`config.mk`:
```
export PLATFORM = sky130hd
export DESIGN_NAME = onewire_slave
export DESIGN_NICKNAME = d
export VERILOG_FILES = /design/src/rtl/onewire_slave.sv
export SDC_FILE = /design/constraint.sdc
export NUM_CORES = 1
export LEC_CHECK = 0
export CAP_MARGIN = 20
export CORE_ASPECT_RATIO = 1.2
export CORE_MARGIN = 2
export CORE_UTILIZATION = 58
export CTS_CLUSTER_SIZE = 16
export DETAILED_ROUTE_END_ITERATION = 6
export PLACE_DENSITY = 0.78
export SYNTH_ARGS = -nofsm -noshare
export SYNTH_HDL_FRONTEND = slang
export SYNTH_SLANG_ARGS = --single-unit
```
`constraint.sdc`:
```
create_clock -name clk -period 2.95 [get_ports clk]
set_clock_uncertainty 0.05 [all_clocks]
set_input_delay 0.295 -clock clk [delete_from_list [all_inputs] [get_ports clk]]
set_output_delay 0.295 -clock clk [all_outputs]
set_load 0.03 [all_outputs]
```
`src/rtl/onewire_slave.sv`:
```
// 1-Wire responder: bus-reset detect, presence pulse, write-slot byte
// decode and read-slot byte transmit on a shared open-drain line.
//
// Ports:
//   clk, rst_n          system clock, async active-low reset
//   owr_i               raw line level (pin = owr_e ? 0 : z)
//   owr_e               pull the line low when 1
//   bus_rst             1-cycle pulse on bus reset detection
//   rx_data, rx_vld     received byte (LSB first) and its 1-cycle strobe
//   tx_data, tx_vld     byte to send in the next 8 read slots, request
//   tx_rdy              request accepted when tx_vld & tx_rdy
//   tx_done             1-cycle pulse after the 8th transmitted slot
module onewire_slave #(
    parameter int CW    = 14,
    parameter int T_RST = 13107,
    parameter int T_PDH = 983,
    parameter int T_PDL = 3932,
    parameter int T_SMP = 983,
    parameter int T_RD0 = 1311
) (
    input  logic       clk,
    input  logic       rst_n,
    input  logic       owr_i,
    output logic       owr_e,
    output logic       bus_rst,
    output logic [7:0] rx_data,
    output logic       rx_vld,
    input  logic [7:0] tx_data,
    input  logic       tx_vld,
    output logic       tx_rdy,
    output logic       tx_done
);

    // A low pulse shorter than C_GLT is line noise, not a slot. A longer
    // pulse that ends before the sample point is a short (1) slot and is
    // sampled on its rising edge.
    localparam logic [CW-1:0] C_RST  = CW'(T_RST);
    localparam logic [CW-1:0] C_PDH  = CW'(T_PDH);
    localparam logic [CW-1:0] C_PDL1 = CW'(T_PDL - 1);
    localparam logic [CW-1:0] C_SMP  = CW'(T_SMP);
    localparam logic [CW-1:0] C_RD01 = CW'(T_RD0 - 1);
    localparam logic [CW-1:0] C_GLT  = CW'(T_SMP / 32);

    typedef enum logic [2:0] {
        IDLE,
        SLOT,
        RST_LOW,
        PRES_WAIT,
        PRES_DRV,
        PRES_END
    } state_t;

    state_t        state;
    state_t        state_nxt;
    logic [CW-1:0] cnt;
    logic          sync_1;
    logic          line_s;
    logic          line_d;
    logic          fall;
    logic          rise;
    logic          owr_e_nxt;
    logic          smp;
    logic          bit_end;
    logic          drv0;
    logic          rst_ent;
    logic          tx_acc;
    logic [2:0]    bit_cnt;
    logic [7:0]    rx_sr;
    logic [7:0]    rx_nxt;
    logic [7:0]    tx_sr;
    logic          tx_act;

    // Idle line is high, so the synchronizer resets to 1.
    always_ff @(posedge clk or negedge rst_n) begin
        if (!rst_n) begin
            sync_1 <= 1'b1;
            line_s <= 1'b1;
            line_d <= 1'b1;
        end else begin
            sync_1 <= owr_i;
            line_s <= sync_1;
            line_d <= line_s;
        end
    end

    assign fall = line_d & ~line_s;
    assign rise = ~line_d & line_s;

    assign drv0    = tx_act & ~tx_sr[0];
    assign rst_ent = (state_nxt == RST_LOW) && (state != RST_LOW);
    assign rx_nxt  = smp ? {line_s, rx_sr[7:1]} : rx_sr;

    assign tx_rdy = ~tx_act && (bit_cnt == 3'd0) &&
                    ((state == IDLE) || (state == PRES_WAIT) ||
                     (state == PRES_END));
    assign tx_acc = tx_vld & tx_rdy;

    always_comb begin
        state_nxt = state;
        owr_e_nxt = 1'b0;
        smp       = 1'b0;
        bit_end   = 1'b0;
        unique case (state)
            IDLE: begin
                if (fall) begin
                    state_nxt = SLOT;
                    owr_e_nxt = drv0;
                end
            end
            SLOT: begin
                // A 0 bit is held low for exactly T_RD0 cycles.
                owr_e_nxt = owr_e & (cnt != C_RD01);
                smp = (cnt == C_SMP) |
                      (rise & (cnt >= C_GLT) & (cnt < C_SMP));
                if (rise) begin
                    state_nxt = IDLE;
                    owr_e_nxt = 1'b0;
                    bit_end   = (cnt >= C_GLT);
                end else if (cnt == C_RST) begin
                    state_nxt = RST_LOW;
                end
            end
            RST_LOW: begin
                if (rise) begin
                    state_nxt = PRES_WAIT;
                end
            end
            PRES_WAIT: begin
                if (fall) begin
                    state_nxt = SLOT;
                    owr_e_nxt = drv0;
                end else if (cnt == C_PDH) begin
                    state_nxt = PRES_DRV;
                    owr_e_nxt = 1'b1;
                end
            end
            PRES_DRV: begin
                owr_e_nxt = 1'b1;
                if (cnt == C_PDL1) begin
                    state_nxt = PRES_END;
                    owr_e_nxt = 1'b0;
                end
            end
            PRES_END: begin
                // Other slaves may still hold their presence pulse.
                if (line_s) begin
                    state_nxt = IDLE;
                end
            end
            default: begin
                state_nxt = IDLE;
            end
        endcase
    end

    always_ff @(posedge clk or negedge rst_n) begin
        if (!rst_n) begin
            state <= IDLE;
            cnt   <= '0;
        end else begin
            state <= state_nxt;
            if (state_nxt != state) begin
                cnt <= '0;
            end else if (cnt != '1) begin
                cnt <= cnt + 1'b1;
            end
        end
    end

    always_ff @(posedge clk or negedge rst_n) begin
        if (!rst_n) begin
            owr_e   <= 1'b0;
            bus_rst <= 1'b0;
            rx_vld  <= 1'b0;
            tx_done <= 1'b0;
            rx_data <= 8'h00;
            rx_sr   <= 8'h00;
            tx_sr   <= 8'h00;
            tx_act  <= 1'b0;
            bit_cnt <= 3'd0;
        end else begin
            owr_e   <= owr_e_nxt;
            bus_rst <= 1'b0;
            rx_vld  <= 1'b0;
            tx_done <= 1'b0;
            if (rst_ent) begin
                bus_rst <= 1'b1;
                bit_cnt <= 3'd0;
                rx_sr   <= 8'h00;
                tx_act  <= 1'b0;
            end else begin
                if (smp) begin
                    rx_sr <= rx_nxt;
                end
                if (bit_end) begin
                    bit_cnt <= bit_cnt + 3'd1;
                    if (tx_act) begin
                        tx_sr <= {1'b0, tx_sr[7:1]};
                    end
                    if (bit_cnt == 3'd7) begin
                        rx_vld  <= 1'b1;
                        rx_data <= rx_nxt;
                        tx_done <= tx_act;
                        tx_act  <= 1'b0;
                    end
                end
                if (tx_acc) begin
                    tx_sr  <= tx_data;
                    tx_act <= 1'b1;
                end
            end
        end
    end

endmodule

```
After elaboration in Yosys (flattened, before gate mapping)
Index checks and enable logic that the tools add are counted.
{"block": "word_totals", "wordCells": 101, "ff_bits": 52}
{"block": "op_classes", "bitwise": 13, "n_lt_le_gt_ge": 2, "n_addsub": 2, "n_eq_ne": 14, "n_reduce_logical": 17, "n_mux": 39}
{"operator": "$mux W8", "count": 6}
{"operator": "$mux W3", "count": 10}
{"operator": "$mux W14", "count": 2}
{"operator": "$mux W1", "count": 19}
{"operator": "$pmux W3 S6", "count": 1}
{"operator": "$add A14 B1 Y14 const B", "count": 1}
{"operator": "$eq A14 B10 Y1 const B", "count": 1}
{"operator": "$eq A14 B12 Y1 const B", "count": 1}
{"operator": "$eq A14 B14 Y1 const B", "count": 1}
{"operator": "$ge A14 B5 Y1 const B", "count": 1}
{"operator": "$lt A14 B10 Y1 const B", "count": 1}
{"operator": "$ne A14 B11 Y1 const B", "count": 1}
{"operator": "$ne A14 B14 Y1 const B", "count": 1}
{"operator": "$reduce_bool A2 Y1", "count": 5}
{"operator": "$eq A3 B2 Y1 const B", "count": 3}
{"operator": "$eq A3 B3 Y1 const B", "count": 3}
{"operator": "$and A1 B1 Y1", "count": 7}
{"operator": "$logic_not A3 Y1", "count": 2}
{"operator": "$reduce_and A3 Y1", "count": 2}
{"operator": "$reduce_bool A3 Y1", "count": 2}
{"operator": "$not A1 Y1", "count": 5}
{"operator": "$pmux W1 S4", "count": 1}
{"operator": "$add A3 B1 Y3 const B", "count": 1}
{"operator": "$eq A3 B1 Y1 const B", "count": 1}
{"operator": "6 further kinds", "count": 9}

Depth between registers and ports, before layout
Gate-level depths: netlist (run 1).
{"block": "depth", "word_depth": 9, "depth_mapped": 8, "ltp_nobuf": 7}

Worst setup path after synthesis (run 1)
OpenSTA, ideal clock, no wires.
{"block": "synth_path", "path_kind": "register -> register", "start": "register cnt[1]", "end": "register cnt[10]", "path_buffers": 2, "path_stages_with_launch": 9, "path_slack_ps": 618, "setup_ps": 123, "t_arrival_ps": 2160, "path_cell_list": "dfrtp_1 ha_1 clkbuf_2 or4b_4 nor4_4 o211ai_1 nand4b_2 buf_4 nor3_1"}
{"block": "synth_between", "elab_chain_len": 6, "elab_cells_between_ends": 15, "classes_between": "add/sub (1); eq/ne (5); mux (8); reduce/logical (1)"}
{"item": "start: declaration", "line_no": "55", "source": "logic [CW-1:0] cnt;"}
{"item": "start signal: assignment", "line_no": "165", "source": "cnt <= cnt + 1'b1;"}
{"item": "$eq A14 B10 Y1 / $eq A14 B14 Y1 (equally long branches)", "line_no": "132, 119"}
{"item": "$mux W3 (on tied branches)", "line_no": "132, 119"}
{"item": "$mux W3 (on tied branches)", "line_no": "129, 115"}
{"item": "$pmux W3 S6", "line_no": "103", "source": "unique case (state)"}
{"item": "$ne A3 B3 Y1", "line_no": "162", "source": "if (state_nxt != state) begin"}
{"item": "$mux W14 / $reduce_bool A2 Y1 (equally long branches)"}
Parallel ways exist; a longest one is shown, timed or not. The select of a mux whose other input is x is not followed.
A chain may end at the register's enable or synchronous reset.

Worst setup path after layout (run 1)
{"block": "layout_path", "start": "register cnt[1]", "end": "register rx_data[0]"}
{"block": "layout_between", "elab_chain_len": 8, "elab_cells_between_ends": 22, "classes_between": "order compare (2); eq/ne (4); mux (10); bitwise (4); reduce/logical (2)"}
{"item": "branches (longest 8 deep; another with $ge A14 B5 Y1)"}
{"item": "end signal: assignment", "line_no": "202", "source": "rx_data <= rx_nxt;"}
{"item": "end: declaration", "line_no": "26", "source": "output logic [7:0] rx_data,"}
Several ways; the timed one is not identified.

==> impl_metrics.py, run 1 <==
metrics = {
    "die": {
        "die-height_um": 82.6,
        "initial_core_util_pct": 60.4,
        "chipWidth_um": 69.5,
        "design.portCount": 25,
        "core_area_um2": 4940,
        "placementRows": 28,
        "fp.dieArea_um2": 5740,
    },
    "detailed_routing": {
        "final_antenna_net_count": 0,
        "num_vias": 2294,
        "drt-total-wl_mm": 5.84,
        "avgRoutedWirePerCell_um": 15.4,
        "dr.pass1.iters": 4,
        "drt_first_iter_violations": 188,
        "vias_per_std_cell": 6.05,
        "post-route-drc-count": 0,
    },
    "cells_and_area": {
        "antenna-diode-count": 0,
        "finalNonFillerCells": 379,
        "layout-drive-gt1-share_pct": 11.0,
        "syn_to_final_growth_pct": 11.9,
        "final.fill_count": 401,
        "design.final.nets": 335,
    },
    "timing": {
        "timing.final.hold_violations": 0,
        "tightestPinTransition_ps": 887,
        "clock.fmax_mhz": 385,
        "setup_violation_total_in_the_final_timing_report": 0,
        "finalWorstPathRequiredPeriod_ps": 2590,
        "final.period_utilization_pct": 88.0,
        "grt_setup_unrepaired": "no",
        "worst_slew_slack_as_a_fraction_of_its_limit_pct": 40.9,
        "slew_violations": 0,
        "final.setup.worst_slack_ps": 355,
        "setup_total_negative_slack_ps": 0,
    },
    "synthesis": {
        "post_synth_num_cell_types": 60,
        "ys_seq_elements": 52,
        "synth_async_sr_flop_share_pct": 100,
        "synthesized_net_count": 317,
        "number_of_enable_type_register_cells_in_the_synthesized_netlist": 0,
        "postSynthCellCount": 300,
        "synthFlopType": "sky130_fd_sc_hd__dfrtp_1",
        "yosysWarningCount": 0,
        "sequential_element_share_of_the_synthesized_area_pct": 43.8,
        "synthesized_area_per_cell_um2": 9.94,
        "cell_area_after_synthesis_um2": 2980,
    },
    "grt": {
        "grt_first_pass_wirelength_mm": 9.87,
        "antenna_found_initial": 0,
        "grt_overflow": 0,
        "grt_use_total_pct": 21.5,
        "grt_pass1_vias": 2176,
        "largest_net_degree_at_the_start_of_global_routing": 41,
    },
    "clocking": {
        "cts_num_sinks": 52,
        "cts_tree": "built",
        "ctsRootBufferMaster": "sky130_fd_sc_hd__clkbuf_8",
        "total_cts_buffers": 5,
        "post_cts_resize_count": 0,
        "clk-insertion-delay-late_ps": 300,
        "cts.hold.buffers_added": 0,
        "worst_setup_hold_path_clk_slew_ps": 100,
        "post-cts-setup-buffer-count": 0,
        "cts.htree.levels": 2,
        "clock_tree.buffer_depth": 2,
    },
    "placement": {
        "post-place-cells": 371,
        "place.gp.congestion": 0.923,
        "preCtsSetupSlack_ps": 374,
        "dpl.hpwl_mm": 4.18,
        "io_buffer_count": 24,
    },
    "worst_setup_path": {
        "cp-start-kind": "register",
        "critical_path_peak_fanout": 11,
        "r2r_end": "rx_data[0]",
        "crit_required_ps": 3090,
        "cp-endpoint": "rx_data[0]",
        "r2r.worst_path.cells": 7,
        "cp-end-kind": "register",
        "worst_setup_path_startpoint": "cnt[1]",
        "worst-endpoint-arrival_ps": 2730,
        "critical_path_class": "reg -> reg",
        "worst-r2r-setup-slack_ps": 360,
        "reg2reg_from": "cnt[1]",
    },
    "power": {
        "power-per-cell-area_nw_per_um2": 462,
        "p_switching_uw": 376,
        "p_int_uw": 1170,
        "switching_share_pct": 24.4,
        "sequentialPowerShare_pct": 52.0,
        "combinationalPowerShare_pct": 10.5,
        "power_frac_clock_pct": 37.6,
        "power.leakage_uw": 0.00145,
        "worst_ir_drop_vdd_uv": 314,
    },
    "outcome": {
        "status": "completed",
    },
    "flow_run": {
        "max_cap_violations": 0,
    },
    "hold_path": {
        "worst_min_delay_path_class": "in -> async",
    },
}
==> worst max-delay path, cell delays in order, from the launching register on <==
cell,delay (ps)
sky130_fd_sc_hd__dfrtp_1,460
sky130_fd_sc_hd__ha_1,360
sky130_fd_sc_hd__or4b_4,520
sky130_fd_sc_hd__nor4_4,260
sky130_fd_sc_hd__buf_4,190
sky130_fd_sc_hd__and2_1,340
sky130_fd_sc_hd__or2_2,190
sky130_fd_sc_hd__o221ai_1,110
==> layer usage <==
metal | vias to the layer above | track usage, % | part of all wire, %
met3 | 11 | 2.79 | 2.6
met1 | 1104 | 25.4 | 46
met4 | 0 | 12.4 | 1.9
met5 | - | 0 | 0
met2 | 46 | 38.3 | 50
li1 | 1133 | - | -
==> worst min-delay path by stage <==
| stage | end | slack (ps) |
|---|---|---|
| finish | rx_data[6] | 40 |
| detailed placement | line_s | 300 |
| global route | rx_data[6] | 120 |
| floorplan | bit_cnt[0] | -50 |
| CTS | rx_data[1] | 80 |
| global placement | line_s | 300 |
==> cells in the mapped netlist, types with 2 or more instances <==
cell | count | area (µm²)
sky130_fd_sc_hd__buf_6 | 6 | 67.6
sky130_fd_sc_hd__ha_1 | 5 | 62.6
sky130_fd_sc_hd__inv_1 | 10 | 37.5
sky130_fd_sc_hd__nor4_1 | 2 | 12.5
sky130_fd_sc_hd__xnor2_1 | 10 | 87.6
sky130_fd_sc_hd__nand4_1 | 3 | 18.8
sky130_fd_sc_hd__o21ai_1 | 8 | 40.0
sky130_fd_sc_hd__mux2i_1 | 13 | 130
sky130_fd_sc_hd__or4_1 | 3 | 22.5
sky130_fd_sc_hd__clkbuf_1 | 6 | 22.5
sky130_fd_sc_hd__o211ai_1 | 13 | 97.6
sky130_fd_sc_hd__clkbuf_8 | 2 | 27.5
sky130_fd_sc_hd__nand2b_1 | 2 | 12.5
sky130_fd_sc_hd__nor2_1 | 18 | 67.6
sky130_fd_sc_hd__dfrtp_1 | 49 | 1230
sky130_fd_sc_hd__nand3_1 | 12 | 60.1
sky130_fd_sc_hd__a2111oi_0 | 2 | 17.5
sky130_fd_sc_hd__nand2_1 | 15 | 56.3
sky130_fd_sc_hd__dfstp_2 | 3 | 78.8
sky130_fd_sc_hd__and2_1 | 4 | 25.0
sky130_fd_sc_hd__nor3_1 | 17 | 85.1
sky130_fd_sc_hd__a21oi_1 | 30 | 150
sky130_fd_sc_hd__nor4_4 | 2 | 42.5
sky130_fd_sc_hd__o221ai_1 | 2 | 17.5
sky130_fd_sc_hd__a31oi_1 | 2 | 12.5
sky130_fd_sc_hd__a21o_1 | 2 | 15.0
sky130_fd_sc_hd__nand3b_1 | 2 | 15.0
sky130_fd_sc_hd__o21ai_0 | 5 | 25.0
sky130_fd_sc_hd__or2_2 | 2 | 12.5
sky130_fd_sc_hd__buf_4 | 2 | 15.0
sky130_fd_sc_hd__nand4b_1 | 4 | 35.0
sky130_fd_sc_hd__nor4bb_1 | 3 | 30.0
sky130_fd_sc_hd__a211oi_1 | 2 | 15.0
sky130_fd_sc_hd__nor2b_1 | 5 | 31.3
sky130_fd_sc_hd__a22o_1 | 2 | 17.5
sky130_fd_sc_hd__buf_2 | 6 | 30.0
sky130_fd_sc_hd__or3_1 | 3 | 18.8
==> stage by stage <==
| step | utilization, % | cell area [µm²] | power, µW | hold slack (ps) |
|---|---|---|---|---|
| floorplan | - | 2980 | 939 | -50.6 |
| global placement | 64.8 | 3200 | 969 | 297 |
| detailed placement | 64.8 | 3200 | 976 | 300 |
| CTS | 67.6 | 3340 | 1550 | 77.8 |
| global route | 67.6 | 3340 | 1610 | 121 |
| finish | 67.6 | 3340 | 1540 | 44.1 |
==> cells by family after synthesis <==
logic type	Yosys count	share of synthesized area, %
XOR/XNOR	10	2.94
flip-flops	52	43.8
multiplexers	14	4.74
buffers and inverters	33	6.88
AND/OR/NAND/NOR	107	22.0
AO/OA/AOI/OAI	78	17.3
adder cells (fa/ha/maj)	6	2.43
==> flip-flops by register name (all words and copies together), names as in the netlist <==
name,cells
cnt,14
bus_rst,1
line_s,1
rx_data,8
sync_1,1
bit_cnt,3
tx_act,1
tx_sr,8
rx_sr,8
tx_done,1
line_d,1
rx_vld,1
owr_e,1
state,3
==> layout make-up <==
cell class,count,area [µm²],share of cell area [%]
clock inverter,3,68.8,2.06
multi-input combinational,215,1470,44.1
tap,60,75.1,2.25
sequential,52,1310,39.1
inverter,10,37.5,1.12
clock buffer,5,68.8,2.06
timing repair buffer,34,310,9.30
==> power by group through the flow <==
stage	clock network [µW]	logic [µW]	registers [µW]
finish	579	162	801
global route	623	181	807
CTS	591	164	800
detailed placement	0	163	813
global placement	0	157	812
floorplan	0	163	777
==> layout by cell type, fill, tap and decap left out, types with 4 or more instances in the layout <==
master / n
sky130_fd_sc_hd__o21ai_1: 8
sky130_fd_sc_hd__buf_4: 10
sky130_fd_sc_hd__xnor2_1: 10
sky130_fd_sc_hd__nand4b_1: 4
sky130_fd_sc_hd__ha_1: 5
sky130_fd_sc_hd__nor2b_1: 5
sky130_fd_sc_hd__clkbuf_8: 5
sky130_fd_sc_hd__nor3_1: 17
sky130_fd_sc_hd__o21ai_0: 5
sky130_fd_sc_hd__o211ai_1: 13
sky130_fd_sc_hd__nand3_1: 12
sky130_fd_sc_hd__a21oi_1: 30
sky130_fd_sc_hd__nand2_1: 15
sky130_fd_sc_hd__mux2i_1: 13
sky130_fd_sc_hd__nor2_1: 18
sky130_fd_sc_hd__dfrtp_1: 49
sky130_fd_sc_hd__and2_1: 4
sky130_fd_sc_hd__inv_1: 10
sky130_fd_sc_hd__clkdlybuf4s50_1: 23
Power figures use the tool's default switching activity.
==> run 2, diff against run 1 <==
--- a/config.mk
+++ b/config.mk
@@ -12,6 +12,7 @@
 export CTS_CLUSTER_SIZE = 16
 export DETAILED_ROUTE_END_ITERATION = 6
 export PLACE_DENSITY = 0.78
+export SKIP_CTS_REPAIR_TIMING = 1
 export SYNTH_ARGS = -nofsm -noshare
 export SYNTH_HDL_FRONTEND = slang
 export SYNTH_SLANG_ARGS = --single-unit
==> constraint.sdc (replaced) <==
create_clock -name clk -period 2.5 [get_ports clk]
set_clock_uncertainty 0.05 [all_clocks]
set_input_delay 0.25 -clock clk [delete_from_list [all_inputs] [get_ports clk]]
set_output_delay 0.25 -clock clk [all_outputs]
set_load 0.03 [all_outputs]
==> run 2 against run 1 <==
Non-clock buffer count up 16. Register-to-register slack worse by 160 ps. Die area unchanged. Critical path type unchanged. Highest routed layer unchanged. Largest power group unchanged. Utilization up 2.3 points. Clock power up 0.9%.
==> impl_metrics.py, run 2 (synthesis results as in run 1) <==
metrics = {
    "grt": {
        "largest_net_degree_at_the_start_of_global_routing": 23,
        "grt_overflow": 0,
        "grt_first_pass_wirelength_mm": 10.4,
        "antenna_found_initial": 0,
        "grt_use_total_pct": 22.9,
        "grt_pass1_vias": 2215,
    },
    "die": {
        "fp.dieArea_um2": 5740,
        "chipWidth_um": 69.5,
        "placementRows": 28,
        "design.portCount": 25,
        "initial_core_util_pct": 60.4,
        "core_area_um2": 4940,
        "die-height_um": 82.6,
    },
    "clocking": {
        "worst_setup_hold_path_clk_slew_ps": 100,
        "total_cts_buffers": 5,
        "cts.htree.levels": 2,
        "cts_num_sinks": 52,
        "ctsRootBufferMaster": "sky130_fd_sc_hd__clkbuf_8",
        "clk-insertion-delay-late_ps": 310,
        "cts_tree": "built",
        "clock_tree.buffer_depth": 2,
    },
    "timing": {
        "finalWorstPathRequiredPeriod_ps": 2300,
        "worst_slew_slack_as_a_fraction_of_its_limit_pct": 56.8,
        "setup_violation_total_in_the_final_timing_report": 0,
        "timing.final.hold_violations": 0,
        "clock.fmax_mhz": 434,
        "tightestPinTransition_ps": 647,
        "grt_setup_unrepaired": "no",
        "final.period_utilization_pct": 92.2,
        "hold_ws_ps": 294,
        "setup_total_negative_slack_ps": 0,
        "slew_violations": 0,
    },
    "placement": {
        "place.gp.congestion": 0.903,
        "dpl.hpwl_mm": 4.50,
        "io_buffer_count": 24,
        "post_dp_cell_area_um2": 3310,
    },
    "power": {
        "sequentialPowerShare_pct": 52.2,
        "power.total_uw": 1750,
        "worst_ir_drop_vdd_uv": 375,
        "switching_share_pct": 26.2,
        "p_switching_uw": 458,
        "power.leakage_uw": 0.00154,
        "p_int_uw": 1290,
        "combinationalPowerShare_pct": 14.4,
        "power_frac_clock_pct": 33.3,
        "power-per-cell-area_nw_per_um2": 508,
    },
    "detailed_routing": {
        "final_antenna_net_count": 0,
        "num_vias": 2386,
        "dr.max_layer_used": "met4",
        "post-route-drc-count": 0,
        "wl_met1_mm": 2.68,
        "drt-total-wl_mm": 6.24,
        "vias_per_std_cell": 6.04,
        "dr.pass1.iters": 4,
        "met2_wirelength_mm": 3.23,
        "drt_first_iter_violations": 158,
        "avgRoutedWirePerCell_um": 15.8,
        "route.met3.wl_um": 231,
    },
    "worst_setup_path": {
        "cp_top_family": "compound AO/OA/AOI/OAI gates",
        "crit_required_ps": 2640,
        "critical_path_buf_inv_count": 1,
        "timing.critical_path.cells": "inv_1 -> ha_1 -> o21ba_2 -> a211oi_2 -> a211o_1 -> mux2i_1 -> a21oi_1",
        "critical_path_class": "reg -> reg",
        "crit_path_max_incr_delay_ps": 460,
        "critical_path_peak_fanout": 8,
        "cp-start-kind": "register",
        "cp-end-kind": "register",
        "cp_slowest_cell": "sky130_fd_sc_hd__a211o_1",
        "worst-endpoint-arrival_ps": 2440,
    },
    "cells_and_area": {
        "number_of_flip_flops_in_the_largest_register": 14,
        "layout.cells.most_common_list": "49 x sky130_fd_sc_hd__dfrtp_1, 30 x sky130_fd_sc_hd__a21oi_1, 25 x sky130_fd_sc_hd__buf_4, 22 x sky130_fd_sc_hd__clkdlybuf4s50_1, 18 x sky130_fd_sc_hd__nor2_1",
        "syn_to_final_growth_pct": 15.7,
        "registers.top_by_ff_count": "cnt",
        "design.final.nets": 351,
        "most_common_cell_after_layout_fill_and_taps_aside": "sky130_fd_sc_hd__dfrtp_1",
        "antenna-diode-count": 0,
        "layout.cell_area.non_filler_um2": 3450,
        "layout-drive-gt1-share_pct": 15.5,
    },
    "outcome": {
        "status": "completed",
    },
    "hold_path": {
        "worst_min_delay_path_class": "in -> async",
    },
    "flow_run": {
        "max_cap_violations": 0,
    },
}
==> run 2: cell types whose count changed in the layout (fill, tap and decap cells not counted), sizes merged <==
cell / before / now
dlymetal6s2s: 0 / 1
clkinv: 0 / 1
clkinvlp: 0 / 1
inv: 11 / 10
bufinv: 2 / 1
clkdlybuf4s50: 23 / 22
dlygate4sd3: 0 / 1
buf: 11 / 26
==> run 2: final timing paths <==
kind / startpoint / to / slack [ps] / depth (start not counted)
worst max-delay path: cnt[0] / tx_sr[5] / 200 / 7
worst min-delay path: rst_n / rx_data[3] / 290 / 2
worst max register to register: cnt[0] / tx_sr[5] / 200 / 7
worst min register to register: sync_1 / line_s / 310 / 0
max in group asynchronous: rst_n / sync_1 / 1460 / 3
min in group clk: owr_i / sync_1 / 300 / 1
==> run 2: layout make-up <==
type	count	area (µm²)
inverter	10	37.5
tap	60	75.1
sequential	52	1310
timing repair buffer	50	435
fill	371	1490
multi-input combinational	215	1490
clock buffer	5	68.8
clock inverter	3	42.5
==> run 2: power groups by stage <==
stage | Combinational (µW) | Clock (µW) | Sequential (µW)
floorplan | 192 | 0 | 917
global placement | 242 | 0 | 929
detailed placement | 248 | 0 | 932
CTS | 250 | 589 | 915
global route | 282 | 622 | 922
finish | 253 | 584 | 915
==> run 2: worst reg2reg max path, stage by stage (launching register included) <==
cell and delay (ps):
sky130_fd_sc_hd__dfrtp_1 440, sky130_fd_sc_hd__inv_1 70, sky130_fd_sc_hd__ha_1 210, sky130_fd_sc_hd__o21ba_2 220, sky130_fd_sc_hd__a211oi_2 420, sky130_fd_sc_hd__a211o_1 460
sky130_fd_sc_hd__mux2i_1 240, sky130_fd_sc_hd__a21oi_1 80
==> run 2: per-stage QoR <==
step	setup slack, ps	util (%)	instances
4_1_cts	-5.15	69.3	394
3_5_place_dp	30.1	67.1	386
3_3_place_gp	77.4	67.1	386
2_1_floorplan	168	-	300
6_report	196	69.9	395
5_1_grt	26.0	69.9	395
==> run 2: metal layers <==
layer  GRT usage (%)  up-vias
met3            3.76       12
met4            7.65        0
met1            27.5     1141
met5               0        -
li1                -     1162
met2            42.3       71
==> run 3, diff against run 2 <==
--- a/config.mk
+++ b/config.mk
@@ -5,7 +5,7 @@
 export SDC_FILE = /design/constraint.sdc
 export NUM_CORES = 1
 export LEC_CHECK = 0
-export CAP_MARGIN = 20
+export CAP_MARGIN = 25
 export CORE_ASPECT_RATIO = 1.2
 export CORE_MARGIN = 2
 export CORE_UTILIZATION = 58
==> constraint.sdc (replaced) <==
create_clock -name clk -period 2.5 [get_ports clk]
set_clock_uncertainty 0.05 [all_clocks]
set_input_delay 0.375 -clock clk [delete_from_list [all_inputs] [get_ports clk]]
set_output_delay 0.375 -clock clk [all_outputs]
set_load 0.03 [all_outputs]
==> run 3 against run 2 <==
Worst setup slack worse by 45 ps. Die area unchanged. Register-to-register slack lost 40 ps. Critical path depth is the same. Via count up 0.80%. Critical path type unchanged. Critical endpoint is now tx_sr[0]. Largest cell class unchanged. Largest power group unchanged. Highest routed layer unchanged.
==> impl_metrics.py, run 3 (synthesis results as in run 1) <==
metrics = {
    "outcome": {
        "status": "completed",
    },
    "worst_setup_path": {
        "crit_path_max_incr_delay_ps": 460,
        "cp_slowest_cell": "sky130_fd_sc_hd__a211o_1",
        "critical_path_class": "reg -> reg",
        "worst-endpoint-arrival_ps": 2470,
        "timing.critical_path.cells": "inv_1 -> ha_1 -> o21ba_2 -> a211oi_2 -> a211o_1 -> mux2i_1 -> a21oi_1",
        "cp-end-kind": "register",
        "crit_required_ps": 2620,
        "critical_path_peak_fanout": 8,
        "cp-start-kind": "register",
        "worst-r2r-setup-slack_ps": 150,
    },
    "timing": {
        "worst_slew_slack_as_a_fraction_of_its_limit_pct": 55.0,
        "final.period_utilization_pct": 94.0,
        "setup_total_negative_slack_ps": 0,
        "setup_violation_total_in_the_final_timing_report": 0,
        "tightestPinTransition_ps": 670,
        "slew_violations": 0,
        "timing.final.hold_violations": 0,
        "clock.fmax_mhz": 426,
        "final.setup.worst_slack_ps": 151,
        "finalWorstPathRequiredPeriod_ps": 2350,
    },
    "flow_run": {
        "max_cap_violations": 0,
    },
    "clocking": {
        "cts.htree.levels": 2,
        "clock_tree.buffer_depth": 2,
        "worst_setup_hold_path_clk_slew_ps": 90,
        "cts_tree": "built",
        "ctsRootBufferMaster": "sky130_fd_sc_hd__clkbuf_8",
        "clk-insertion-delay-late_ps": 300,
        "cts_num_sinks": 52,
        "total_cts_buffers": 5,
    },
    "cells_and_area": {
        "syn_to_final_growth_pct": 14.6,
        "layout.cells.most_common_list": "49 x sky130_fd_sc_hd__dfrtp_1, 30 x sky130_fd_sc_hd__a21oi_1, 22 x sky130_fd_sc_hd__clkdlybuf4s50_1, 21 x sky130_fd_sc_hd__buf_4, 18 x sky130_fd_sc_hd__nor2_1",
        "registers.top_by_ff_count": "cnt",
        "most_common_cell_after_layout_fill_and_taps_aside": "sky130_fd_sc_hd__dfrtp_1",
        "design.final.nets": 346,
        "number_of_flip_flops_in_the_largest_register": 14,
        "layout-drive-gt1-share_pct": 14.5,
        "utilization_pct": 69.2,
        "antenna-diode-count": 0,
    },
    "detailed_routing": {
        "num_vias": 2405,
        "drt-total-wl_mm": 6.15,
        "vias_per_std_cell": 6.17,
        "drt_first_iter_violations": 95,
        "dr.pass1.iters": 6,
        "final_antenna_net_count": 0,
        "avgRoutedWirePerCell_um": 15.8,
        "post-route-drc-count": 0,
    },
    "die": {
        "chipWidth_um": 69.5,
        "die-height_um": 82.6,
        "design.portCount": 25,
        "fp.dieArea_um2": 5740,
        "placementRows": 28,
        "initial_core_util_pct": 60.4,
        "core_area_um2": 4940,
    },
    "grt": {
        "grt_use_total_pct": 22.9,
        "grtUsageMet1_pct": 27.6,
        "grt_use_met3_pct": 3.88,
        "gr-usage-met2_pct": 40.3,
        "grt_first_pass_wirelength_mm": 10.6,
        "antenna_found_initial": 0,
        "largest_net_degree_at_the_start_of_global_routing": 53,
        "grt_overflow": 0,
        "grt_most_used_layer": "met2",
        "grt_pass1_vias": 2340,
    },
    "placement": {
        "preCtsSetupSlack_ps": 51.3,
        "io_buffer_count": 24,
        "dpl.hpwl_mm": 4.33,
        "place.gp.congestion": 0.917,
    },
    "power": {
        "power.leakage_uw": 0.00151,
        "power-per-cell-area_nw_per_um2": 504,
        "worst_ir_drop_vdd_uv": 368,
    },
    "hold_path": {
        "worst_min_delay_path_class": "in -> async",
    },
}
run 3: layout make-up:
class | count | area (µm²)
well taps | 60 | 75.1
repair buffers | 45 | 395
inverters | 10 | 37.5
fillers | 406 | 1520
multi-input cells | 215 | 1500
flip-flops and latches | 52 | 1310
clock buffers | 7 | 76.3
clock inverters | 1 | 30.0
run 3: per-stage QoR:
stage	instances	area, µm²	power, µW	hold slack, ps
global route	390	3420	1810	192
floorplan	300	2980	1110	29.4
global placement	382	3280	1170	297
CTS	390	3390	1740	154
finish	390	3420	1720	129
detailed placement	382	3280	1180	301
run 3: power breakdown:
| group | switching, µW | total, µW | leakage (µW) | internal [µW] |
|---|---|---|---|---|
| logic | 135 | 254 | 0.000792 | 119 |
| registers | 40.5 | 916 | 0.000668 | 876 |
| clock network | 253 | 553 | 0.0000524 | 300 |
| total | 428 | 1720 | 0.00151 | 1290 |
run 3: path summary, 6_finish.rpt:
| check | end | startpoint | depth (start not counted) |
|---|---|---|---|
| setup / recovery | tx_sr[0] | cnt[0] | 7 |
| hold / removal | rx_sr[6] | rst_n | 2 |
| setup reg to reg | tx_sr[0] | cnt[0] | 7 |
| hold reg to reg | line_s | sync_1 | 0 |
| max in group asynchronous | cnt[9] | rst_n | 2 |
| min in group clk | line_s | sync_1 | 0 |
run 3: critical path, delay by kind of cell, from the launching register on:
| kind | cells | cell delay [ps] |
|---|---|---|
| buffers and inverters | 1 | 70 |
| DFF | 1 | 450 |
| muxes | 1 | 230 |
| adders and majority gates | 1 | 220 |
| AOI/OAI and AO/OA | 4 | 1210 |
run 3: per-layer routing:
metal | routed length, µm | share of wire (%)
met2 | 2990 | 49
met3 | 269 | 4.4
met1 | 2690 | 44
met5 | 0 | 0
met4 | 200 | 3.3
